<file path="config.mk">
export PLATFORM = sky130hd
export DESIGN_NAME = alu_issue_sequencer
export DESIGN_NICKNAME = d
export VERILOG_FILES = /design/src/rtl/alu_issue_sequencer.sv
export SDC_FILE = /design/constraint.sdc
export NUM_CORES = 1
export LEC_CHECK = 0
export CORE_AREA = 10 10 119 121
export DETAILED_ROUTE_END_ITERATION = 8
export DIE_AREA = 0 0 129 131
export PLACE_DENSITY = 0.8
export SYNTH_ARGS = -nofsm -noshare
export SYNTH_HDL_FRONTEND = slang
export SYNTH_SLANG_ARGS = --single-unit
export TNS_END_PERCENT = 10
</file>
<file path="constraint.sdc">
create_clock -name CLK -period 4.6 [get_ports CLK]
set_input_delay 0.92 -clock CLK [delete_from_list [all_inputs] [get_ports CLK]]
set_output_delay 0.92 -clock CLK [all_outputs]
set_load 0.02 [all_outputs]
</file>
<file path="src/rtl/alu_issue_sequencer.sv">
// alu_issue_sequencer: buffers ALU requests, issues them one at a time, waits the result latency and holds a response.
// Optional split OPA/OPB delivery is built when ALU_SEQ_SPLIT_EN is defined.
module alu_issue_sequencer #(
   parameter int DW    = 8,
   parameter int CW    = 4,
   parameter int DEPTH = 4
) (
   input  logic          CLK,
   input  logic          RST,
   input  logic          req_valid,
   output logic          req_ready,
   input  logic [DW-1:0] req_opa,
   input  logic [DW-1:0] req_opb,
   input  logic [CW-1:0] req_cmd,
   input  logic          req_mode,
   input  logic          req_cin,
   input  logic          req_split,
   output logic [1:0]    alu_inp_valid,
   output logic [DW-1:0] alu_opa,
   output logic [DW-1:0] alu_opb,
   output logic [CW-1:0] alu_cmd,
   output logic          alu_mode,
   output logic          alu_cin,
   output logic          alu_ce,
   input  logic [DW:0]   alu_res,
   input  logic          alu_cout,
   input  logic          alu_oflow,
   input  logic          alu_g,
   input  logic          alu_e,
   input  logic          alu_l,
   input  logic          alu_err,
   output logic          rsp_valid,
   input  logic          rsp_ready,
   output logic [DW:0]   rsp_res,
   output logic [5:0]    rsp_flags,
   output logic [CW-1:0] rsp_cmd,
   output logic          rsp_mode
);
   localparam int AW = $clog2(DEPTH);
   localparam logic [2:0] IDLE    = 3'd0;
   localparam logic [2:0] ISSUE   = 3'd1;
   localparam logic [2:0] WAIT    = 3'd4;
   localparam logic [2:0] RESP    = 3'd5;
`ifdef ALU_SEQ_SPLIT_EN
   localparam logic [2:0] ISSUE_A = 3'd2;
   localparam logic [2:0] ISSUE_B = 3'd3;
   localparam int EW = 2*DW+CW+3;
`else
   localparam int EW = 2*DW+CW+2;
`endif

   logic [EW-1:0] mem [DEPTH];
   logic [EW-1:0] wdata, head;
   logic [AW-1:0] wptr, rptr;
   logic [AW:0]   count;
   logic [2:0]    state;
   logic          push, pop, empty, multi, lat;

`ifdef ALU_SEQ_SPLIT_EN
   assign wdata = {req_split, req_cin, req_mode, req_cmd, req_opb, req_opa};
   assign alu_inp_valid = state == ISSUE ? 2'b11 : state == ISSUE_A ? 2'b01 : state == ISSUE_B ? 2'b10 : 2'b00;
`else
   logic split_unused;
   assign split_unused = req_split;
   assign wdata = {req_cin, req_mode, req_cmd, req_opb, req_opa};
   assign alu_inp_valid = state == ISSUE ? 2'b11 : 2'b00;
`endif

   assign head      = mem[rptr];
   assign empty     = count == '0;
   assign req_ready = count != (AW+1)'(DEPTH);
   assign push      = req_valid && req_ready;
   assign pop       = state == IDLE && !empty;
   assign rsp_valid = state == RESP;
   // multi-stage ALU ops need one extra cycle before their result is valid
   assign multi     = alu_mode && (alu_cmd == CW'(9) || alu_cmd == CW'(10));

   // request storage; contents are qualified by the pointers so no reset is needed
   always_ff @(posedge CLK) begin
      if (push) mem[wptr] <= wdata;
   end

   // FIFO pointers and occupancy
   always_ff @(posedge CLK or negedge RST) begin
      if (!RST) begin
         wptr  <= '0;
         rptr  <= '0;
         count <= '0;
      end else begin
         if (push) wptr <= wptr + 1'b1;
         if (pop) rptr <= rptr + 1'b1;
         count <= count + (AW+1)'(push) - (AW+1)'(pop);
      end
   end

   // issue/wait/response sequencing with the ALU-facing and response registers
   always_ff @(posedge CLK or negedge RST) begin
      if (!RST) begin
         state     <= IDLE;
         lat       <= 1'b0;
         alu_ce    <= 1'b0;
         alu_opa   <= '0;
         alu_opb   <= '0;
         alu_cmd   <= '0;
         alu_mode  <= 1'b0;
         alu_cin   <= 1'b0;
         rsp_res   <= '0;
         rsp_flags <= '0;
         rsp_cmd   <= '0;
         rsp_mode  <= 1'b0;
      end else begin
         alu_ce <= 1'b1;
         case (state)
            IDLE: if (!empty) begin
               alu_opa  <= head[DW-1:0];
               alu_opb  <= head[2*DW-1:DW];
               alu_cmd  <= head[2*DW+CW-1:2*DW];
               alu_mode <= head[2*DW+CW];
               alu_cin  <= head[2*DW+CW+1];
`ifdef ALU_SEQ_SPLIT_EN
               state    <= head[EW-1] ? ISSUE_A : ISSUE;
`else
               state    <= ISSUE;
`endif
            end
            ISSUE: begin
               lat   <= multi;
               state <= WAIT;
            end
`ifdef ALU_SEQ_SPLIT_EN
            ISSUE_A: state <= ISSUE_B;
            ISSUE_B: begin
               lat   <= multi;
               state <= WAIT;
            end
`endif
            WAIT: if (lat) lat <= 1'b0;
            else begin
               rsp_res   <= alu_res;
               rsp_flags <= {alu_cout === 1'b1, alu_oflow === 1'b1, alu_g === 1'b1,
                             alu_e === 1'b1, alu_l === 1'b1, alu_err === 1'b1};
               rsp_cmd   <= alu_cmd;
               rsp_mode  <= alu_mode;
               state     <= RESP;
            end
            RESP: if (rsp_ready) state <= IDLE;
            default: state <= IDLE;
         endcase
      end
   end
endmodule

</file>
==> reports/metrics.csv, run 1 <==
stage,metric,value,unit
run_status,outcome,finished clean,
synth,biggest area consumer among synthesized cells,edfxtp_1,
detailed_routing,initial DRC count,208,
floorplanning,Chip Width,129,µm
clocking,Num CTS Buffers,17,
timing,Max Freq,345,MHz
global_routing,M3 GR Usage,4.92,%
synth,Synth Area in Adders,2.70,%
global_routing,met1 usage,14.7,%
cells_and_area,register area,3970,µm²
synth,multiplexer share of the synthesized area,13.9,%
min_path,Hold WC Path Type,reg2reg,
synth,simple-gate share of the synthesized area,6.11,%
critical_path,worst-path fanout max,24,
critical_path,Worst Setup Path Type,reg2reg,
run,Max Cap Violations,0,
global_routing,initial antenna violation count,0,
cells_and_area,n_diodes,0,
timing,slew margin rel.,18.0,%
place,Routability Congestion,0.698,
critical_path,CP Capture Type,flop,
floorplanning,row count,40,
timing,RSZ-0062 raised after global routing,no,
cells_and_area,Area Overhead vs Synth,31.0,%
detailed_routing,Via density,5.05,
synth,post-synthesis sequential area ratio,73.8,%
place,hpwl dp,6480,µm
floorplanning,die area,16900,µm²
timing,clk_skew,0.00501,ns
cells_and_area,"commonest non-fill, non-tap cells in the layout","edfxtp_1 (88), clkdlybuf4s50_1 (86), nand2_1 (67)",
synth,Post-Syn Nets,360,
detailed_routing,Remaining DRCs,0,
timing,Final Critical Period,2.90,ns
clocking,CTS max path bufs,2,
detailed_routing,final wirelength,10400,µm
synth,Seq cells post-synth,141,
timing,Slew Limit Fails,0,
timing,"Hold Vio Cnt, Final",0,
clocking,# H-tree levels,4,
global_routing,gr usage total,13.2,%
detailed_routing,routed len/inst,18.4,µm
synth,main combinational cell family by area after synthesis,multiplexers,
detailed_routing,TritonRoute pass-1 iters,4,
clocking,# Post-CTS Setup Buffers,0,
critical_path,"Data arrival, critical path",3.19,ns
floorplanning,Initial Utilization,45.6,%
clocking,hold_buf cts,0,
synth,complex-gate fraction of the synthesized area,0.674,%
place,Port-buffer cells,87,
critical_path,CP Data Required Time,4.89,ns
synth,total number of yosys warnings,0,
detailed_routing,via count,2848,
synth,area share of the largest cell type after synthesis,49.1,%
place,Placed Instance Area,6400,µm²
synth,Post-Synth XOR/XNOR Area,0.977,%
global_routing,vias in the first global route,3171,
global_routing,met2 usage,22.6,%
floorplanning,I/O pins,89,
cells_and_area,nets,457,
synth,synthesized instance count,307,
timing,endpoints failing setup,0,
global_routing,largest net degree at the start of global routing,54,
cells_and_area,# fillers,909,
clocking,Worst-Skew Late Latency,0.41,ns
clocking,CTS root buffer,clkbuf_16,
clocking,post-CTS sizing,0,
critical_path,crit start category,flop,
cells_and_area,layout cells sized above 1,19.7,%
global_routing,grt peak-use layer,met2,
floorplanning,Core ar.,11800,µm²
global_routing,first-pass GRT wire length,16800,µm
detailed_routing,Routed Antenna Nets,0,
timing,Worst Tran Pin Value,1.23,ns
clocking,clock tree sinks,141,
cells_and_area,final instance area,7050,µm²
clocking,"CTS clk-pin slew, worst paths",0.06,ns
timing,Final period util,63.0,%
synth,synth unique cells,27,
synth,post-synthesis cell area,5380,µm²
timing,setup TNS,0,ns
cells_and_area,"most common cell after layout, fill and taps aside",edfxtp_1,
floorplanning,Die Ht,131,µm
power_and_ir_drop,LEAKAGE,0.00272,µW
synth,top post-synthesis cells by area,"edfxtp_1 (49%), dfrtp_1 (25%), mux4_2 (9.2%)",
synth,Post-Syn Area per Cell,17.5,µm²
cells_and_area,multi-input logic area,1330,µm²
power_and_ir_drop,Power Density,744,nW/µm²
power_and_ir_drop,Worst VDD drop,284,µV
clocking,CTS tree,done,
global_routing,global route overflow,0,
[logic make-up after synthesis]
kind of cell | count (synthesis)
simple gates | 78
other cells | 1
fa+ha+maj | 11
mux | 44
flops | 141
compound gates | 4
buf+inv | 22
xor+xnor | 6
[Yosys cell counts]
| master | count |
|---|---|
| a221oi_1 | 1 |
| and2_4 | 1 |
| and3_1 | 4 |
| buf_1 | 2 |
| buf_2 | 4 |
| buf_4 | 3 |
| clkbuf_1 | 3 |
| conb_1 | 1 |
| dfrtp_1 | 53 |
| edfxtp_1 | 88 |
| fa_1 | 1 |
| ha_1 | 10 |
| inv_1 | 10 |
| mux2_2 | 21 |
| mux2_4 | 1 |
| mux4_2 | 22 |
| nand2_1 | 67 |
| nand3_1 | 1 |
| nor2b_1 | 2 |
| nor3_1 | 1 |
| nor4bb_1 | 1 |
| o21ai_0 | 1 |
| o31ai_2 | 1 |
| o32a_1 | 1 |
| or3b_4 | 1 |
| xnor2_1 | 5 |
| xor2_1 | 1 |
[per-stage QoR]
step / utilization [%] / instances / worst slack, ns / total power (µW) / hold WS, ns
after CTS: 59.7 / 564 / 1.66 / 5320 / 0.478
after detailed placement: 54.2 / 532 / 1.64 / 3830 / 0.463
after global placement: 54.2 / 532 / 1.68 / 3750 / 0.461
final: 59.7 / 564 / 1.70 / 5250 / 0.475
after floorplan: - / 307 / 2.21 / 3110 / 0.498
after global routing: 59.7 / 564 / 1.38 / 5560 / 0.503
[routing by layer]
metal	up-vias	wire length [µm]
li1	1317	-
met1	1427	4270
met2	93	5340
met3	11	636
met4	0	133
met5	-	0
[critical path: stages (launching register included)]
cell and delay, ns:
dfrtp_1 0.47, o31ai_4 0.94, inv_1 0.16, ha_1 0.32, inv_1 0.06, ha_1 0.13, inv_1 0.05, fa_1 0.37
xnor2_1 0.14, xnor2_1 0.13
[power breakdown]
group	switching (µW)	internal (µW)
logic	891	884
clock network	516	964
registers	225	1770
total	1630	3610
[area by class of cell]
type / count / share of cell area [%]
repair buffers: 90 / 12.6
flip-flops and latches: 141 / 56.3
multi-input cells: 144 / 18.8
inverters: 10 / 0.532
well taps: 147 / 2.61
clock inverters: 14 / 3.07
clock buffers: 18 / 6.09
[state kept, by name (all words and copies together), names as in the netlist]
signal and flops:
alu_ce 1, alu_cin 1, alu_cmd 4, alu_mode 1, alu_opa 8, alu_opb 8
count 3, lat 1, mem 88, rptr 2, rsp_cmd 4, rsp_flags 6
rsp_mode 1, rsp_res 9, state 2, wptr 2
[path summary, 6_finish.rpt]
check,to,startpoint,cells past startpoint,slack [ns]
worst max-delay path,count[2],count[1],9,1.70
worst min-delay path,alu_opa[1],alu_opa[1],2,0.47
worst max register to register,count[2],count[1],9,1.70
worst min register to register,alu_opa[1],alu_opa[1],2,0.47
max in group asynchronous,alu_opa[7],RST,2,3.51
min in group asynchronous,alu_mode,RST,2,0.65
Power figures use the tool's default switching activity.
==> run 2: changes to the inputs <==
==> constraint.sdc (replaced) <==
create_clock -name CLK -period 2.9 [get_ports CLK]
set_input_delay 0.58 -clock CLK [delete_from_list [all_inputs] [get_ports CLK]]
set_output_delay 0.58 -clock CLK [all_outputs]
set_load 0.02 [all_outputs]
==> run 2 against run 1 <==
Non-clock buffer count up 8. Critical path type is now reg2out. Highest routed layer unchanged. Die area unchanged. Core utilization down 0.12 points. Largest power group unchanged. Via count up 2.3%.
==> reports/metrics.csv, run 2 (synthesis results as in run 1) <==
stage,metric,value,unit
run_status,outcome,finished clean,
detailed_routing,final wirelength,10800,µm
critical_path,Worst path slowest cell,clkdlybuf4s50_1,
global_routing,met1 usage,14.1,%
clocking,"CTS clk-pin slew, worst paths",0.06,ns
critical_path,CP Capture Type,output pin,
timing,Max Freq,400,MHz
power_and_ir_drop,Worst VDD drop,649,µV
timing,endpoints failing setup,0,
clocking,Worst-Skew Late Latency,0.41,ns
floorplanning,row count,40,
timing,Final period util,86.1,%
critical_path,"Data arrival, critical path",1.92,ns
detailed_routing,Remaining DRCs,0,
global_routing,grt peak-use layer,met2,
floorplanning,die area,16900,µm²
global_routing,vias in the first global route,3281,
cells_and_area,"most common cell after layout, fill and taps aside",edfxtp_1,
min_path,Hold WC Path Type,in2async,
cells_and_area,Final Non-Filler Cells,572,
global_routing,global route overflow,0,
detailed_routing,initial DRC count,213,
floorplanning,Initial Utilization,45.6,%
power_and_ir_drop,Power Density,1150,nW/µm²
critical_path,crit start category,flop,
timing,setup TNS,0,ns
cells_and_area,top flop regs,"mem x88, rsp_res x9",
run,Max Cap Violations,0,
global_routing,met2 usage,24.0,%
detailed_routing,via count,2913,
timing,RSZ-0062 raised after global routing,no,
cells_and_area,max reg flops,88,
critical_path,CP Data Required Time,2.32,ns
critical_path,R2R Setup Slk,0.49,ns
timing,Slew Limit Fails,0,
cells_and_area,layout cells sized above 1,21.4,%
clocking,CTS max path bufs,2,
global_routing,gr usage total,13.5,%
clocking,Num CTS Buffers,17,
detailed_routing,Routed Antenna Nets,0,
critical_path,max incr delay on CP,0.57,ns
clocking,hold_buf cts,0,
floorplanning,Chip Width,129,µm
clocking,# Post-CTS Setup Buffers,0,
cells_and_area,"commonest non-fill, non-tap cells in the layout","edfxtp_1 (88), clkdlybuf4s50_1 (86), nand2_1 (67)",
cells_and_area,nets,465,
detailed_routing,TritonRoute pass-1 iters,5,
cells_and_area,n_diodes,0,
clocking,CTS tree,done,
critical_path,Worst Setup Path Type,reg2out,
critical_path,worst-path fanout max,6,
place,hpwl dp,7130,µm
clocking,post-CTS sizing,0,
timing,Final Critical Period,2.50,ns
timing,"Hold Vio Cnt, Final",0,
clocking,# H-tree levels,4,
cells_and_area,Largest Register,mem,
floorplanning,Die Ht,131,µm
global_routing,M3 GR Usage,4.88,%
timing,slew margin rel.,53.6,%
clocking,CTS root buffer,clkbuf_16,
cells_and_area,# fillers,873,
timing,Worst Tran Pin Value,0.696,ns
floorplanning,I/O pins,89,
place,Cells after DPL,540,
place,Port-buffer cells,87,
clocking,clock tree sinks,141,
detailed_routing,routed len/inst,18.9,µm
global_routing,largest net degree at the start of global routing,28,
global_routing,initial antenna violation count,0,
floorplanning,Core ar.,11800,µm²
detailed_routing,Via density,5.09,
power_and_ir_drop,LEAKAGE,0.00273,µW
global_routing,first-pass GRT wire length,17000,µm
cells_and_area,Area Overhead vs Synth,30.7,%
place,Routability Congestion,0.702,
critical_path,"Critical Path, Cell by Cell","or3b_4, clkdlybuf4s50_1",
timing,clk_skew,0.00605,ns
==> run 2: metal layers <==
metal,vias up,part of all wire [%]
li1,1330,-
met1,1480,39
met2,88,53
met3,15,6.8
met4,0,1.8
met5,-,0
==> run 2: through the flow <==
step	power [µW]	utilization (%)	cell area [µm²]	setup WS [ns]	hold WS (ns)
after global placement	6020	54.8	6480	0.333	0.459
after detailed placement	6170	54.8	6480	0.276	0.461
final	8080	59.6	7040	0.402	0.195
after CTS	8210	59.6	7040	0.375	0.202
after global routing	8550	59.6	7040	0.332	0.244
after floorplan	4930	-	5380	0.505	0.284
==> run 2: worst paths after layout <==
check | cells after the start | end | startpoint
setup reg to reg | 10 | count[2] | count[1]
min in group CLK | 2 | alu_opa[5] | alu_opa[5]
setup / recovery | 2 | req_ready | count[1]
hold reg to reg | 2 | alu_opa[5] | alu_opa[5]
hold / removal | 1 | rsp_mode | RST
max in group asynchronous | 2 | alu_ce | RST
==> run 2: critical path: cells and delay by family (launching register included) <==
| kind | cells | cell delay [ns] |
|---|---|---|
| simple gates | 1 | 0.47 |
| buf+inv | 1 | 0.57 |
| flops | 1 | 0.47 |
==> run 2: final cells by class <==
type | instances | area (µm²) | share of cell area, %
clock buffers | 18 | 439 | 6.24
clock inverters | 14 | 120 | 1.71
inverters | 10 | 37.5 | 0.534
multi-input cells | 144 | 1330 | 18.8
flip-flops and latches | 141 | 3970 | 56.4
well taps | 147 | 184 | 2.61
repair buffers | 98 | 961 | 13.7
==> run 2: power by group <==
group          switching [µW]  internal (µW)  total (µW)
Sequential                362           2790        3160
Clock                     802           1200        2000
Combinational            1460           1460        2920
Total                    2620           5450        8080
==> run 3: changes to the inputs <==
--- a/config.mk
+++ b/config.mk
@@ -6,6 +6,8 @@
 export NUM_CORES = 1
 export LEC_CHECK = 0
 export CORE_AREA = 10 10 119 121
+export CTS_BUF_LIST = sky130_fd_sc_hd__clkbuf_4 sky130_fd_sc_hd__clkbuf_8
+export CTS_CLUSTER_DIAMETER = 80
 export DETAILED_ROUTE_END_ITERATION = 8
 export DIE_AREA = 0 0 129 131
 export PLACE_DENSITY = 0.8
==> run 3 against run 2 <==
Clock power shrank 29%. First-iteration DRC count grew 11%. Critical path type unchanged. Largest cell class unchanged. Power shrank 7.4%. Sequential power is essentially flat. Combinational power is essentially flat. Core utilization shrank 1.6 points.
==> reports/metrics.csv, run 3 (synthesis results as in run 1) <==
stage,metric,value,unit
floorplanning,Die Ht,131,µm
timing,clk_skew,0.00908,ns
critical_path,crit start category,flop,
timing,Final period util,87.2,%
cells_and_area,nets,465,
floorplanning,row count,40,
global_routing,largest net degree at the start of global routing,28,
critical_path,Critical R2R Capture,count[2],
place,Placed Instance Area,6480,µm²
global_routing,gr usage total,13.2,%
clocking,CTS root buffer,clkbuf_8,
critical_path,Reg2Reg Launch Point,count[1],
timing,Final Critical Period,2.53,ns
clocking,CTS tree,done,
place,Routability Congestion,0.702,
detailed_routing,Remaining DRCs,0,
clocking,Num CTS Buffers,17,
detailed_routing,Routed Antenna Nets,0,
timing,RSZ-0062 raised after global routing,no,
clocking,# Post-CTS Setup Buffers,0,
detailed_routing,via count,2914,
critical_path,R2R Setup Slk,0.49,ns
critical_path,"Data arrival, critical path",1.95,ns
cells_and_area,final instance area,6840,µm²
detailed_routing,final wirelength,10700,µm
place,Port-buffer cells,87,
floorplanning,die area,16900,µm²
detailed_routing,TritonRoute pass-1 iters,4,
floorplanning,I/O pins,89,
min_path,Hold WC Path Type,in2async,
critical_path,CP Capture Type,output pin,
global_routing,global route overflow,0,
clocking,"CTS clk-pin slew, worst paths",0.08,ns
global_routing,vias in the first global route,3237,
clocking,hold_buf cts,0,
timing,"Hold Vio Cnt, Final",0,
run,Max Cap Violations,0,
place,hpwl dp,7130,µm
critical_path,worst reg-to-reg path cell count,10,
timing,Worst Tran Pin Value,0.691,ns
floorplanning,Initial Utilization,45.6,%
timing,Final WS setup,0.372,ns
cells_and_area,# fillers,915,
power_and_ir_drop,Worst VDD drop,462,µV
global_routing,initial antenna violation count,0,
critical_path,Worst Setup Path Type,reg2out,
clocking,Worst-Skew Late Latency,0.43,ns
clocking,CTS max path bufs,2,
power_and_ir_drop,Power Density,1090,nW/µm²
timing,Slew Limit Fails,0,
timing,setup TNS,0,ns
timing,endpoints failing setup,0,
power_and_ir_drop,LEAKAGE,0.00265,µW
detailed_routing,Via density,5.09,
timing,Max Freq,395,MHz
cells_and_area,Area Overhead vs Synth,27.2,%
critical_path,worst-path fanout max,6,
cells_and_area,"commonest non-fill, non-tap cells in the layout","edfxtp_1 (88), clkdlybuf4s50_1 (86), nand2_1 (67)",
clocking,clock tree sinks,141,
floorplanning,Chip Width,129,µm
run_status,outcome,finished clean,
critical_path,CP Data Required Time,2.32,ns
cells_and_area,Largest Register,mem,
clocking,# H-tree levels,4,
timing,slew margin rel.,54.0,%
cells_and_area,n_diodes,0,
place,"worst slack, placed",0.276,ns
cells_and_area,layout cells sized above 1,21.4,%
cells_and_area,top flop regs,"mem x88, rsp_res x9",
clocking,post-CTS sizing,0,
cells_and_area,max reg flops,88,
global_routing,first-pass GRT wire length,16700,µm
detailed_routing,routed len/inst,18.6,µm
cells_and_area,"most common cell after layout, fill and taps aside",edfxtp_1,
floorplanning,Core ar.,11800,µm²
detailed_routing,initial DRC count,237,
run 3: cell types whose count changed in the layout (fill, tap and decap cells not counted):
| cell | before | now |
|---|---|---|
| clkbuf_16 | 17 | 0 |
| clkbuf_8 | 1 | 18 |
run 3: worst max path at each step:
stage               from         to  slack (ns)  cells after the start
6_report        count[1]  req_ready        0.37                      2
5_1_grt         count[1]  req_ready        0.29                      2
4_1_cts         count[1]  req_ready        0.34                      2
3_5_place_dp   req_valid   count[2]        0.28                     10
3_3_place_gp   req_valid   count[2]        0.33                     10
2_1_floorplan   count[1]   count[2]        0.51                     10
run 3: layer usage:
metal / vias up / track usage [%] / share of wire (%)
li1: 1325 / - / -
met1: 1464 / 13.5 / 36
met2: 112 / 24.3 / 54
met3: 13 / 5.12 / 8.2
met4: 0 / 4.55 / 1.4
met5: - / 0 / 0
run 3: area by class of cell:
type | instances | area (µm²) | share of cell area (%)
flip-flops and latches | 141 | 3970 | 58.0
clock inverters | 14 | 120 | 1.76
well taps | 147 | 184 | 2.69
multi-input cells | 144 | 1330 | 19.4
inverters | 10 | 37.5 | 0.548
clock buffers | 18 | 248 | 3.62
repair buffers | 98 | 961 | 14.0
run 3: power breakdown:
group	switching (µW)	internal (µW)
logic	1450	1460
registers	362	2790
clock network	721	697
total	2530	4950
run 3: worst max-delay path, cell delays in order, from the launching register on:
cell and delay [ns]:
dfrtp_1 0.48, or3b_4 0.47, clkdlybuf4s50_1 0.57
run 3: through the flow:
step | utilization [%] | hold slack [ns] | cells | total power [µW]
3_3_place_gp | 54.8 | 0.459 | 540 | 6020
2_1_floorplan | - | 0.284 | 307 | 4930
5_1_grt | 57.9 | 0.205 | 572 | 7950
3_5_place_dp | 54.8 | 0.461 | 540 | 6170
4_1_cts | 57.9 | 0.166 | 572 | 7610
6_report | 57.9 | 0.178 | 572 | 7480
